### src/rtl/mem_stage.sv
// ---------------------------------------------------------------------------
// mem_stage -- MEM pipeline stage of the RV32I core.
//
// Sits between the EX/MEM and MEM/WB registers. Runs loads and stores on a
// req/gnt/rvalid data bus: it aligns byte lanes, generates the store byte
// enables and sign- or zero-extends load data. Non-memory instructions pass
// straight through. stall_o freezes PC..EX/MEM while an access is pending.
//
// Ports
//   clk, rst          clock (rising edge), synchronous active-high reset
//   opcode_i          opcode from EX/MEM
//   funct3_i          funct3 from EX/MEM (access size and signedness)
//   rd_we_i           write-back enable from EX/MEM
//   rd_addr_i         destination register from EX/MEM
//   rd_data_i         ALU result: effective address for memory ops, else result
//   rs2_data_i        store data
//   dbus_req          bus request, held until dbus_gnt
//   dbus_we           1 = store, 0 = load
//   dbus_addr         word-aligned bus address
//   dbus_be           byte enables
//   dbus_wdata        lane-replicated store data
//   dbus_gnt          request accepted this cycle
//   dbus_rvalid       load data valid (at least one cycle after gnt)
//   dbus_rdata        load word
//   stall_o           freeze upstream stages this cycle
//   misalign_o        misaligned access detected (single-cycle flag)
//   rd_we_o           write-back enable to MEM/WB
//   rd_addr_o         destination register to MEM/WB
//   rd_data_o         write-back data to MEM/WB
// ---------------------------------------------------------------------------
module mem_stage #(
  parameter logic [6:0] OPC_LOAD  = 7'b0000011,
  parameter logic [6:0] OPC_STORE = 7'b0100011
) (
  input  logic        clk,
  input  logic        rst,
  input  logic [6:0]  opcode_i,
  input  logic [2:0]  funct3_i,
  input  logic        rd_we_i,
  input  logic [4:0]  rd_addr_i,
  input  logic [31:0] rd_data_i,
  input  logic [31:0] rs2_data_i,
  output logic        dbus_req,
  output logic        dbus_we,
  output logic [31:0] dbus_addr,
  output logic [3:0]  dbus_be,
  output logic [31:0] dbus_wdata,
  input  logic        dbus_gnt,
  input  logic        dbus_rvalid,
  input  logic [31:0] dbus_rdata,
  output logic        stall_o,
  output logic        misalign_o,
  output logic        rd_we_o,
  output logic [4:0]  rd_addr_o,
  output logic [31:0] rd_data_o
);

  typedef enum logic [1:0] {IDLE, REQ, WAIT, RESP} state_t;

  state_t      state;
  state_t      state_nxt;
  logic [31:0] load_q;

  logic [1:0]  a;
  logic        is_load;
  logic        is_store;
  logic        bad_f3;
  logic        misal;
  logic        legal_mem;

  // Select the addressed byte/half of the bus word and extend it to 32 bits.
  function automatic logic [31:0] fmt_load(input logic [2:0]  f3,
                                           input logic [1:0]  off,
                                           input logic [31:0] w);
    logic [7:0]  b;
    logic [15:0] h;
    case (off)
      2'd0:    b = w[7:0];
      2'd1:    b = w[15:8];
      2'd2:    b = w[23:16];
      default: b = w[31:24];
    endcase
    h = off[1] ? w[31:16] : w[15:0];
    case (f3)
      3'b000:  return {{24{b[7]}}, b};
      3'b001:  return {{16{h[15]}}, h};
      3'b100:  return {24'd0, b};
      3'b101:  return {16'd0, h};
      default: return w;
    endcase
  endfunction

  // Decode, alignment and store lane generation
  always_comb begin
    a        = rd_data_i[1:0];
    is_load  = (opcode_i == OPC_LOAD);
    is_store = (opcode_i == OPC_STORE);

    case (funct3_i[1:0])
      2'b00:   misal = 1'b0;
      2'b01:   misal = a[0];
      default: misal = (a != 2'b00);
    endcase

    if (is_load)
      bad_f3 = (funct3_i == 3'b011) || (funct3_i == 3'b110) || (funct3_i == 3'b111);
    else
      bad_f3 = funct3_i[2] || (funct3_i[1:0] == 2'b11);

    legal_mem = (is_load || is_store) && !bad_f3 && !misal;

    dbus_we   = is_store;
    dbus_addr = {rd_data_i[31:2], 2'b00};
    case (funct3_i[1:0])
      2'b00: begin
        dbus_be    = 4'b0001 << a;
        dbus_wdata = {4{rs2_data_i[7:0]}};
      end
      2'b01: begin
        dbus_be    = 4'b0011 << a;
        dbus_wdata = {2{rs2_data_i[15:0]}};
      end
      default: begin
        dbus_be    = 4'hF;
        dbus_wdata = rs2_data_i;
      end
    endcase
    if (is_load) dbus_be = 4'hF;
  end

  // Next state and outputs
  always_comb begin
    state_nxt  = state;
    dbus_req   = 1'b0;
    stall_o    = 1'b0;
    misalign_o = 1'b0;
    rd_we_o    = 1'b0;
    rd_addr_o  = rd_addr_i;
    rd_data_o  = rd_data_i;

    case (state)
      IDLE: begin
        if (legal_mem) begin
          dbus_req = 1'b1;
          stall_o  = 1'b1;
          if (dbus_gnt) begin
            // A granted store retires in this very cycle.
            if (is_store) stall_o = 1'b0;
            else          state_nxt = WAIT;
          end else begin
            state_nxt = REQ;
          end
        end else if (is_load || is_store) begin
          // Rejected access: flag only genuine misalignment, never write back.
          misalign_o = misal && !bad_f3;
        end else begin
          rd_we_o = rd_we_i;
        end
      end
      REQ: begin
        // EX/MEM is frozen, so the bus fields computed above stay stable.
        dbus_req = 1'b1;
        stall_o  = 1'b1;
        if (dbus_gnt) begin
          if (is_store) begin
            stall_o   = 1'b0;
            state_nxt = IDLE;
          end else begin
            state_nxt = WAIT;
          end
        end
      end
      WAIT: begin
        stall_o = 1'b1;
        if (dbus_rvalid) state_nxt = RESP;
      end
      default: begin
        rd_data_o = load_q;
        rd_we_o   = rd_we_i;
        state_nxt = IDLE;
      end
    endcase

    if (rst) begin
      state_nxt  = IDLE;
      dbus_req   = 1'b0;
      stall_o    = 1'b0;
      misalign_o = 1'b0;
      rd_we_o    = 1'b0;
    end
  end

  // State register and load data capture
  always_ff @(posedge clk) begin
    if (rst) begin
      state  <= IDLE;
      load_q <= 32'd0;
    end else begin
      state <= state_nxt;
      if (state == WAIT && dbus_rvalid)
        load_q <= fmt_load(funct3_i, a, dbus_rdata);
    end
  end

endmodule
### config.mk
export PLATFORM = sky130hd
export DESIGN_NAME = mem_stage
export DESIGN_NICKNAME = d
export VERILOG_FILES = /design/src/rtl/mem_stage.sv
export SDC_FILE = /design/constraint.sdc
export NUM_CORES = 1
export LEC_CHECK = 0
export CAP_MARGIN = 10
export CORE_UTILIZATION = 38
export DETAILED_ROUTE_END_ITERATION = 16
export GPL_TIMING_DRIVEN = 0
export PLACE_DENSITY = 0.95
export SLEW_MARGIN = 0
export SYNTH_ARGS = -nofsm -noshare
export SYNTH_HDL_FRONTEND = slang
export SYNTH_SLANG_ARGS = --single-unit
### constraint.sdc
create_clock -name clk -period 3.5 [get_ports clk]
set_input_delay 0.525 -clock clk [delete_from_list [all_inputs] [get_ports clk]]
set_output_delay 0.525 -clock clk [all_outputs]
set_load 0.02 [all_outputs]
; Word level (Yosys, flattened, before mapping)
; Cells that the tools add are included.
[word_totals]
register_bits = 34
input_bits = 116
output_inout_bits = 110
wordCells = 72
[classes]
n_eq_ne = 18
shift = 2
muxes = 32
reduce_logical = 18
[op_table]
columns = op, n
row1 = $pmux 32 s4, 1
row2 = $pmux 32 s2, 1
row3 = $mux 32, 1
row4 = $pmux 8 s3, 1
row5 = $mux 16, 1
row6 = $mux 1, 14
row7 = $eq 3x3->1 const B, 4
row8 = $mux 2, 6
row9 = $pmux 4 s2, 1
row10 = $eq 7x2->1 const B, 1
row11 = $eq 7x6->1 const B, 1
row12 = $eq 2x1->1 const B, 3
row13 = $eq 2x2->1 const B, 3
row14 = $logic_not 2->1, 3
row15 = $ne 2x2->1 const B, 3
row16 = $pmux 1 s2, 3
row17 = $pmux 2 s3, 1
row18 = $logic_and 1x1->1, 4
row19 = $logic_or 1x1->1, 4
row20 = $mux 4, 1
row21 = $reduce_and 4->1, 1
row22 = $shl 1x2->4 const A, 1
row23 = $shl 2x2->4 const A, 1
row24 = $eq 3x1->1 const B, 1
row25 = 8 further kinds, 9

; Longest topological paths before layout
[logic_depth]
depth_word = 10
depth_mapped = 6
ltp_nobuf = 4

; Worst setup path before layout
; No wires, ideal clock.
[synth_timing]
kind = input to output
start = in opcode_i[3]
end = out stall_o
arrival_ns = 1.793
t_required_ns = 2.975
setup_slack_ns = 1.182
path_stages = 5
path_buffers = 1
cell_sequence = nor4_1 and3_1 clkbuf_1 a21oi_1 a211oi_1
[synth_via]
elab_chain_len = 8
word_cells_on_any_way = 12
cone_classes = eq/ne (2) / mux (6) / reduce/logical (4)
[synth_lines]
columns = element, line
row1 = from (decl), 37  ; input logic [6:0] opcode_i,
row2 = $eq 7x2->1, 96  ; is_load = (opcode_i == OPC_LOAD);
row3 = $mux 1, 105  ; if (is_load)
row4 = $logic_not 1->1, 110  ; legal_mem = (is_load || is_store) && !bad_f3 && !misal;
row5 = $logic_and 1x1->1 (2 in series), 110
row6 = $mux 1, 143  ; if (legal_mem) begin
row7 = $pmux 1 s3 (*), 141  ; case (state)
row8 = $mux 1 (*), 184  ; if (rst) begin
row9 = to (decl), 51  ; output logic stall_o,
; Every way passes the cells marked *; elsewhere a longest branch is shown, timed or not.

; Worst setup path after layout
[layout_timing]
start = in funct3_i[1]
end = out dbus_wdata[10]
[layout_via]
elab_chain_len = 2
word_cells_on_any_way = 3
cone_classes = eq/ne (1) / mux (1) / reduce/logical (1)
[layout_lines]
columns = element, line
row1 = from (decl), 38  ; input logic [2:0] funct3_i,
row2 = $eq 2x1->1 / $logic_not 2->1 (equally long branches), 114  ; case (funct3_i[1:0])
row3 = $pmux 32 s2 (*), 114
row4 = to (decl), 47  ; output logic [31:0] dbus_wdata,
; Marks and branches as above.

==> results.md <==
- Ys flop type: dfxtp_1
- Latest clock arrival within the worst-skew pair: 0.30 ns
- Netlist Area Pre-Place: 3060 um2
- Post-Syn Area per Cell: roughly 8 um2
- Clock tree buffer depth: 2
- Int Pwr: 0.000993 W
- Cells after synthesis: 380
- Hold violation count in the final report: 0
- Placed inst area: between 5000 and 6000 um2
- Slew @ Worst Pin: roughly 0.75 ns
- Sequential share of the synthesized area: 22.2%
- Sw Share: around 30%
- GP Congestion: 0.883
- Setup TNS: 0 ns
- Final net count: 719
- Total chip power: 0.00141 W
- Clk sinks: 34
- Sequential power share: 27.5%
- Max-cap violation count: 0
- Post-synth top area share: 22.2%
- Post-synth top cells: mux2_2 (55), buf_4 (46), nand2_1 (46)
- Critical path type: input pin to output port
- Die width: 91.8 um
- Post-CTS Hold Buffers: 0
- FF/Latch Area: 681 um2
- Iteration-0 DRC Markers: ~200
- Share of layout cells above drive strength 1: a little under a quarter
- Overflow after GRT: 0
- Die Ht: 91.8 um
- Postcts setup bufs: 0
- Total of warnings raised by yosys: 0
- Worst VDD drop: 0.166 mV
- Leakage power: 2.12 nW
- Pre-CTS setup slack: -0.0453 ns
- Root Driver: clkbuf_8
- Final period util: 98.0%
- Initial antenna violation count: 0
- Total wire length: 12400 um
- Fillers: between 600 and 700
- PortBufs: 215
- Slew HR: 49.5%
- Initial Utilization: between 30% and 40%
- CTS H-Tree Depth: 2
- Pin count of the biggest net entering global routing: 13
- First-pass GRT wire length: 19000 um
- Power share of the combinational group: 40.8%
- Vias: 3771
- CTS Buf Count: 5
- Slew Viols, Final: 0
- Yosys reg bits: 34
- Post-DR vias/cell: 5.34
- Cell variety after synth: 46
- Largest cells by area after synthesis: dfxtp_1 (22%), mux2_2 (20%), buf_4 (11%)
- Worst-path clk slew: 0.08 ns
- Fin crit period: 3.43 ns
- Remaining DRCs: 0
- Cell taking the most area after synthesis: dfxtp_1
- Most common cell in the netlist: mux2_2
- Core area: 7770 um2
- RSZ-0062 raised after global routing: false
- Num rows: 32
- Worst setup margin: 0.0706 ns
- Post-route cell area: 5490 um2
- Tightest Hold Check Type: flip-flop to flip-flop
- Power density cells: approximately 260 nW/um2
- Antenna Diode Count: 0
- Ys async rst share: 0%
- Number of synthesized flops with an enable pin: 0
- Clock Power Share: a little under a third
- Area Overhead vs Synth: 79.1%
- NetSw: 0.000419 W
- Initial DRT Pass Iterations: 5
- Die Area: ~8400 um2
- TritonCTS clock tree: built
- Hold_ws: 0.525 ns
- Ports: roughly 230
- Startpoint types: input pin
- Multi-input gate area in the final layout: about 1900 um2
- Worst path required time: 2.97 ns
- Status: finished clean
- Fmax: 292 MHz
- Layout Skew: about 0.0070 ns
- Worst endpoint data arrival time: 2.90 ns
- CP endpoint kind: output port
- Setup violators final: 0
- Global-route usage over all layers: 28.7%
- Routed WL per cell: 17.5 um
- Residual antenna-violating net count after detailed routing: 0
- Vias in the first global route: 3785
- Crit path max fanout: 10
- DPL Wire Length: 9880 um
[worst paths after layout]
check | cells after the start | slack (ns) | end | start
worst max register to register | 6 | 1.64 | load_q[5] | state[0]
worst min register to register | 2 | 0.52 | load_q[0] | load_q[0]
worst max-delay path | 5 | 0.07 | dbus_wdata[10] | funct3_i[1]
worst min-delay path | 2 | 0.52 | load_q[0] | load_q[0]
[worst max-delay path: stages]
cell and delay (ns):
clkdlybuf4s50_1 0.50, buf_1 0.29, nor2_1 0.65, mux2_2 0.41
clkdlybuf4s50_1 0.54
[area by class of cell]
cell class	instances	area share, %
clock inverters	3	1.25
flip-flops and latches	34	12.4
repair buffers	215	39.2
well taps	102	2.33
plain buffers	76	8.71
inverters	4	0.274
clock buffers	5	1.25
multi-input cells	267	34.5
[placed cells by master, fill, tap and decap left out, types with 2 or more instances in the layout]
cell and count:
a21oi_1 13, a21oi_2 11, buf_4 46, clkbuf_8 5, nand2b_1 2, bufinv_16 2
buf_2 9, clkbuf_1 16, a21o_1 4, dfxtp_1 34, nor3_1 11, nand3b_1 9
buf_1 3, nor2b_1 3, nand3_1 5, conb_1 2, o21ai_1 2, and3_1 2
a211o_1 2, a31oi_1 2, inv_1 4, a31o_1 5, a2111oi_1 5, clkdlybuf4s50_1 215
mux2i_1 10, a211oi_1 10, mux2_2 55, nand2_1 46, nor2_1 12, o21ai_0 38
[power by group through the flow]
stage          sequential (W)  clock (W)  combinational [W]
2_1_floorplan        0.000397          0           0.000262
3_3_place_gp         0.000397          0           0.000565
3_5_place_dp         0.000397          0           0.000571
4_1_cts              0.000388   0.000447           0.000576
5_1_grt              0.000388   0.000468           0.000606
6_report             0.000388   0.000448           0.000576
[through the flow]
stage	instances	utilization, %
floorplan	381	-
global placement	698	68.8
detailed placement	698	68.8
CTS	706	70.6
global route	706	70.6
finish	706	70.6
[state kept, by name, summed over array words and instances (netlist names)]
register	cells
load_q	32
state	2
[routing by layer]
metal	track usage [%]	part of all wire [%]
met5	0	0
met4	11.5	3.5
met3	6.05	8.9
met2	53.4	51
met1	31.6	36
[timing repair]
item,4_1_cts,5_1_grt
gates resized for setup,1,2
pin swaps,0,0
setup endpoints to repair,2,3
[cell families (layout without fill, tap and decap cells)]
logic type | Yosys count | count (layout) | share of synthesized area [%]
AO/OA/AOI/OAI | 101 | 101 | 22.2
other | 1 | 2 | 0.122
multiplexers | 66 | 66 | 24.2
buffers and inverters | 80 | 303 | 16.0
flip-flops | 34 | 34 | 22.2
AND/OR/NAND/NOR | 98 | 98 | 15.2
Power figures use the tool's default switching activity.
